File: config.mk
export PLATFORM = sky130hd
export DESIGN_NAME = rf_dump
export DESIGN_NICKNAME = d
export VERILOG_FILES = /design/src/rtl/rf_dump.sv
export SDC_FILE = /design/constraint.sdc
export NUM_CORES = 1
export LEC_CHECK = 0
export BUFFER_PORTS_ARGS = -buffer_cell sky130_fd_sc_hd__buf_2
export CAP_MARGIN = 20
export CORE_UTILIZATION = 40
export CTS_BUF_LIST = sky130_fd_sc_hd__clkbuf_4
export DETAILED_ROUTE_END_ITERATION = 7
export PLACE_DENSITY = 0.67
export SYNTH_ARGS = -nofsm -noshare
export SYNTH_HDL_FRONTEND = slang
export SYNTH_SLANG_ARGS = --single-unit
File: constraint.sdc
create_clock -name clk -period 2 [get_ports clk]
set_clock_uncertainty 0.1 [all_clocks]
set_input_delay 0.6 -clock clk [delete_from_list [all_inputs] [get_ports clk]]
set_output_delay 0.6 -clock clk [all_outputs]
set_load 0.05 [all_outputs]
File: src/rtl/rf_dump.sv
// Sequential register-file reader: walks [first..last] (wrapping) and streams bytes over valid/ready.
// Optional trailing XOR checksum byte when RF_DUMP_CHECKSUM_EN is defined.
module rf_dump #(
    parameter int DW = 8,
    parameter int AW = 4
) (
    input  logic          clk,
    input  logic          rst_n,
    input  logic          start,
    input  logic [AW-1:0] first,
    input  logic [AW-1:0] last,
    output logic [AW-1:0] rd_ptr,
    input  logic [DW-1:0] rd_data,
    output logic [DW-1:0] out_data,
    output logic          out_valid,
    input  logic          out_ready,
    output logic          out_last,
    output logic          busy,
    output logic          done
);

    typedef enum logic [2:0] {
        S_IDLE,
        S_READ,
        S_SEND,
`ifdef RF_DUMP_CHECKSUM_EN
        S_CSUM,
`endif
        S_DONE
    } state_t;

    state_t        r_state;
    logic [AW-1:0] r_cur;
    logic [AW-1:0] r_end;
    logic [DW-1:0] r_out_data;
    logic          r_out_valid;
    logic          r_out_last;
    logic          r_busy;
    logic          r_done;
`ifdef RF_DUMP_CHECKSUM_EN
    logic [DW-1:0] r_csum;
`endif

    logic w_at_end;
    logic w_fire;

    assign w_at_end  = (r_cur == r_end);
    assign w_fire    = r_out_valid && out_ready;
    assign rd_ptr    = r_cur;
    assign out_data  = r_out_data;
    assign out_valid = r_out_valid;
    assign out_last  = r_out_last;
    assign busy      = r_busy;
    assign done      = r_done;

    always_ff @(posedge clk or negedge rst_n) begin
        if (!rst_n) begin
            r_state     <= S_IDLE;
            r_cur       <= '0;
            r_end       <= '0;
            r_out_data  <= '0;
            r_out_valid <= 1'b0;
            r_out_last  <= 1'b0;
            r_busy      <= 1'b0;
            r_done      <= 1'b0;
`ifdef RF_DUMP_CHECKSUM_EN
            r_csum      <= '0;
`endif
        end else begin
            r_done <= 1'b0;
            case (r_state)
                S_IDLE: begin
                    if (start) begin
                        r_cur   <= first;
                        r_end   <= last;
                        r_busy  <= 1'b1;
                        r_state <= S_READ;
`ifdef RF_DUMP_CHECKSUM_EN
                        r_csum  <= '0;
`endif
                    end
                end
                S_READ: begin
                    r_out_data  <= rd_data;
                    r_out_valid <= 1'b1;
`ifdef RF_DUMP_CHECKSUM_EN
                    r_csum      <= r_csum ^ rd_data;
                    r_out_last  <= 1'b0;
`else
                    r_out_last  <= w_at_end;
`endif
                    r_state     <= S_SEND;
                end
                S_SEND: begin
                    if (w_fire) begin
                        r_out_valid <= 1'b0;
                        r_out_last  <= 1'b0;
                        if (w_at_end) begin
`ifdef RF_DUMP_CHECKSUM_EN
                            // Checksum already includes the final byte, so it can be presented now.
                            r_out_data  <= r_csum;
                            r_out_valid <= 1'b1;
                            r_out_last  <= 1'b1;
                            r_state     <= S_CSUM;
`else
                            r_done      <= 1'b1;
                            r_state     <= S_DONE;
`endif
                        end else begin
                            r_cur   <= r_cur + 1'b1;
                            r_state <= S_READ;
                        end
                    end
                end
`ifdef RF_DUMP_CHECKSUM_EN
                S_CSUM: begin
                    if (w_fire) begin
                        r_out_valid <= 1'b0;
                        r_out_last  <= 1'b0;
                        r_done      <= 1'b1;
                        r_state     <= S_DONE;
                    end
                end
`endif
                S_DONE: begin
                    r_busy  <= 1'b0;
                    r_state <= S_IDLE;
                end
                default: r_state <= S_IDLE;
            endcase
        end
    end

endmodule

==> impl_metrics.csv, run 1 <==
group,metric,value,unit
clocking,htree_levels,1,
setup_path,startpoint_type,"flip-flop",
floorplan,coreArea,2480,um2
setup_path,slowest_delay,0.50,ns
detailed_routing,wl_per_cell,12.8,um
synth,synth_area_per_cell,12.4,um2
detailed_routing,drt_pass1_iterations,1,
clocking,cts_buffers,3,
timing,hold_viol,0,
setup_path,critical-path-slowest-cell,"dfrtp_1",
floorplan,die_area,2810,um2
detailed_routing,ant_nets,0,
timing,fmax,550,MHz
layout,layout-drive-gt1-share,0.407,
clocking,cts_root_buf,"clkbuf_4",
layout,area_growth,23.5,%
layout,nFillCells,246,
clocking,tritoncts,"done",
timing,grt_setup_unrepaired,"no",
clocking,hold_buffers,0,
global_route,grt_pass1_vias,815,
timing,tns,0,ns
layout,multi_input_area,468,um2
place,placed_area,1260,um2
clocking,numClockSinks,22,
setup_path,reg2reg_to,"rd_ptr[0]$_DFFE_PN0P_",
setup_path,crit_buf_inv,1,
global_route,antenna_found_initial,0,
clocking,clk_pin_slew_worst_paths,0.11,ns
setup_path,crit_chain,"buf_2",
timing,slew_violations,0,
global_route,grt_use_total,0.170,
synth,ys_seq_area_frac,0.529,
synth,ys_ff_latch,22,
floorplan,dieWidth,53.0,um
clocking,clock_latency,0.30,ns
clocking,cts_resized,0,
floorplan,die_height,53.0,um
detailed_routing,wl,1.95,mm
detailed_routing,wl_met2,925,um
setup_path,critical_path_arrival,1.12,ns
timing,post-route-min-period,1.82,ns
setup_path,crit_type,"flip-flop to output pin",
global_route,grt-ovfl-total,0,
layout,diodes,0,
global_route,grt_pass1_wl,3.44,mm
detailed_routing,highest_layer,"met4",
timing,finalSetupViolations,0,
layout,final_util,0.518,
timing,finalCritPeriodShare,0.908,
detailed_routing,drt_iter0_drc,0,
setup_path,end_kind,"output pin",
detailed_routing,via_per_inst,5.11,
place,hpwl,1.53,mm
run,max_cap_viol_count,0,
clocking,clock_path_buffers,2,
synth,synthCells,84,
setup_path,regToRegSetupSlack,0.32,ns
floorplan,initial_core_util,0.420,
setup_path,critPathMaxFanout,6,
clocking,cts_setup_buffers,0,
detailed_routing,drc,0,
detailed_routing,via_count,782,
outcome,status,"finished, final reports clean",
timing,worst_slew_pin_slew,0.479,ns
synth,yosys.cell_types.count,29,
synth,syn_nets,105,
layout,final-seq-area,551,um2
floorplan,num_io_pins,36,
layout,final_area,1280,um2
layout,nets,145,
floorplan,num_rows,18,
layout,layout_commonest_cell,"buf_2",
setup_path,r2r-start,"rd_ptr[0]$_DFFE_PN0P_",
layout,final_cell_mix,"buf_2, dfrtp_1, mux2_1",
setup_path,crit_family,"flip-flops",
timing,relSlewSlack,0.681,
setup_path,r2r_cells,4,
place,port_buffers,35,
setup_path,crit_required,1.30,ns
synth,synth_area,1040,um2
detailed_routing,wl_met1,911,um
place,gp_congestion,0.770,
global_route,grt_max_degree,23,
hold_path,hold_class,"primary input to async pin",
synth,yosysWarnings,0,
detailed_routing,dr_wl_met3,82,um
worst max path at each step:
| stage | startpoint | end | slack (ns) | cells past startpoint |
|---|---|---|---|---|
| CTS | rd_ptr[0]$_DFFE_PN0P_ | rd_ptr[0] | 0.17 | 1 |
| global route | rd_ptr[0]$_DFFE_PN0P_ | rd_ptr[0] | 0.12 | 1 |
| global placement | start | rd_ptr[0]$_DFFE_PN0P_ | 0.30 | 5 |
| finish | rd_ptr[0]$_DFFE_PN0P_ | rd_ptr[0] | 0.18 | 1 |
| detailed placement | start | rd_ptr[0]$_DFFE_PN0P_ | 0.22 | 5 |
| floorplan | rd_ptr[0]$_DFFE_PN0P_ | rd_ptr[0]$_DFFE_PN0P_ | 0.23 | 4 |
synth_stat cells (all sizes together):
cell	n	area [um2]
o41ai	1	16.3
o22ai	4	25.0
nor4	1	21.3
ha	1	12.5
xor2	4	50.1
mux2	12	135
a2bb2oi	3	32.5
o2bb2ai	1	8.76
nand2	7	26.3
nand2b	1	6.26
and4	1	8.76
nor2	2	7.51
dfrtp	22	551
buf	2	10.0
o21ai	5	25.0
a21oi	4	20.0
nand3	2	10.0
or2	1	6.26
nor3b	1	12.5
nor3	3	20.0
o211a	1	10.0
a31oi	1	6.26
and2b	1	7.51
inv	3	11.3
sequential cells by signal, summed over array words and instances, names as in the netlist:
signal,count
r_end,4
done,1
out_last,1
out_data,8
rd_ptr,4
busy,1
r_state,2
out_valid,1
through the flow:
| step | hold WS (ns) | instances | setup slack [ns] |
|---|---|---|---|
| global route | 0.158 | 153 | 0.122 |
| finish | 0.141 | 153 | 0.183 |
| CTS | 0.149 | 153 | 0.167 |
| global placement | 0.364 | 149 | 0.301 |
| detailed placement | 0.371 | 149 | 0.221 |
| floorplan | 0.204 | 84 | 0.231 |
routing by layer:
layer / vias up / track usage
met3: 4 / 0.0259
met1: 367 / 0.221
met4: 0 / 0.0658
met2: 26 / 0.281
met5: - / 0
li1: 385 / -
cell families (layout without fill, tap and decap cells):
group / count (synthesis) / count (layout) / share of synthesized area
adder cells (fa/ha/maj): 1 / 1 / 0.0120
XOR/XNOR: 4 / 4 / 0.0481
AND/OR/NAND/NOR: 20 / 20 / 0.122
AO/OA/AOI/OAI: 20 / 20 / 0.138
multiplexers: 12 / 12 / 0.130
flip-flops: 22 / 22 / 0.529
buffers and inverters: 5 / 44 / 0.0205
layout make-up:
| type | count | area share |
|---|---|---|
| Sequential cell | 22 | 0.429 |
| Clock inverter | 1 | 0.00292 |
| Tap cell | 30 | 0.0292 |
| Timing Repair Buffer | 37 | 0.148 |
| Inverter | 3 | 0.00877 |
| Clock buffer | 3 | 0.0175 |
| Multi-Input combinational cell | 57 | 0.365 |
Power of run 1 is not shown: default switching activity piles up to over one toggle a cycle in this logic, so the estimate is an artifact.
==> inputs of run 2 (changes only) <==
clock period = 1.86 ns   (was 2 ns; I/O delays follow)
==> run 2 against run 1 <==
Effect of this change:
- design area grew 0.29%
- first-iteration DRC count increased by 5
- core utilization increased by 0.15 points
- largest cell class unchanged
- highest routed layer unchanged
==> impl_metrics.csv, run 2 (same netlist as run 1, synthesis figures left out) <==
group,metric,value,unit
clocking,cts_root_buf,"clkbuf_4",
floorplan,dieWidth,53.0,um
setup_path,startpoint_type,"flip-flop",
timing,finalSetupViolations,0,
global_route,grt_use_total,0.170,
timing,grt_setup_unrepaired,"no",
clocking,clk_pin_slew_worst_paths,0.11,ns
layout,final_cell_mix,"buf_2, dfrtp_1, mux2_1",
setup_path,slowest_delay,0.43,ns
timing,fmax,551,MHz
timing,holdWs,0.112,ns
setup_path,critical-path-slowest-cell,"dfrtp_1",
timing,hold_viol,0,
detailed_routing,via_count,783,
detailed_routing,drt_pass1_iterations,3,
setup_path,crit_family,"buffers and inverters",
layout,final_util,0.520,
layout,area_growth,23.8,%
setup_path,critical_path_arrival,1.16,ns
clocking,cts_buffers,3,
clocking,cts_resized,0,
outcome,status,"finished, final reports clean",
detailed_routing,wl_per_cell,13.5,um
timing,relSlewSlack,0.666,
setup_path,r2r-start,"rd_ptr[3]$_DFFE_PN0P_",
global_route,grt_pass1_wl,3.44,mm
setup_path,crit_chain,"buf_4, buf_2",
layout,nFillCells,243,
clocking,numClockSinks,22,
clocking,cts_setup_buffers,0,
clocking,clock_latency,0.30,ns
global_route,top_usage_layer,"met2",
setup_path,crit_buf_inv,2,
layout,largest_reg_flops,8,
setup_path,end_kind,"output pin",
global_route,grt_use_met3,0.0201,
floorplan,die_height,53.0,um
detailed_routing,drt_iter0_drc,5,
global_route,antenna_found_initial,0,
place,dp_slack,0.164,ns
global_route,grt-ovfl-total,0,
setup_path,cp_num_cells,2,
clocking,tritoncts,"done",
place,gp_congestion,0.785,
timing,setup_slack,0.0461,ns
timing,finalCritPeriodShare,0.975,
place,port_buffers,35,
detailed_routing,via_per_inst,5.12,
run,max_cap_viol_count,0,
setup_path,crit_type,"flip-flop to output pin",
layout,layout-drive-gt1-share,0.415,
clocking,htree_levels,1,
global_route,grtUsageMet2,0.306,
layout,nets,146,
layout,layout_commonest_cell,"buf_2",
setup_path,regToRegSetupSlack,0.21,ns
setup_path,critPathMaxFanout,5,
clocking,hold_buffers,0,
timing,worst_slew_pin_slew,0.501,ns
place,hpwl,1.60,mm
floorplan,num_io_pins,36,
timing,post-route-min-period,1.81,ns
timing,slew_violations,0,
global_route,grt_pass1_vias,804,
floorplan,die_area,2810,um2
global_route,grt_max_degree,23,
setup_path,reg2reg_to,"rd_ptr[0]$_DFFE_PN0P_",
hold_path,hold_class,"primary input to async pin",
detailed_routing,wl,2.07,mm
clocking,clock_path_buffers,2,
floorplan,coreArea,2480,um2
floorplan,initial_core_util,0.420,
global_route,use_met1,0.209,
detailed_routing,drc,0,
detailed_routing,ant_nets,0,
layout,diodes,0,
timing,tns,0,ns
setup_path,crit_required,1.20,ns
floorplan,num_rows,18,
setup_path,r2r_cells,4,
run 2: worst max path at each step:
stage | startpoint | endpoint
global placement | start | rd_ptr[0]$_DFFE_PN0P_
finish | rd_ptr[0]$_DFFE_PN0P_ | rd_ptr[0]
global route | rd_ptr[0]$_DFFE_PN0P_ | rd_ptr[0]
floorplan | rd_ptr[0]$_DFFE_PN0P_ | rd_ptr[0]$_DFFE_PN0P_
CTS | rd_ptr[0]$_DFFE_PN0P_ | rd_ptr[0]
detailed placement | start | rd_ptr[0]$_DFFE_PN0P_
run 2: metrics by stage:
step	cell area [um2]	cells
after floorplan	1040	84
after global placement	1260	150
after detailed placement	1260	150
after CTS	1290	153
after global routing	1290	153
final	1290	153
run 2: layer usage:
layer	share of wire	routed length, um
met4	0.0029	6
met5	0	0
met2	0.49	1010
met1	0.46	955
met3	0.047	97
run 2: final cells by class:
| class | instances | area [um2] | area share |
|---|---|---|---|
| multi-input combinational | 57 | 468 | 0.363 |
| clock buffer | 3 | 22.5 | 0.0175 |
| tap | 30 | 37.5 | 0.0292 |
| sequential | 22 | 551 | 0.428 |
| timing repair buffer | 38 | 198 | 0.154 |
| inverter | 3 | 11.3 | 0.00875 |
Power of run 2 is left out for the same reason.
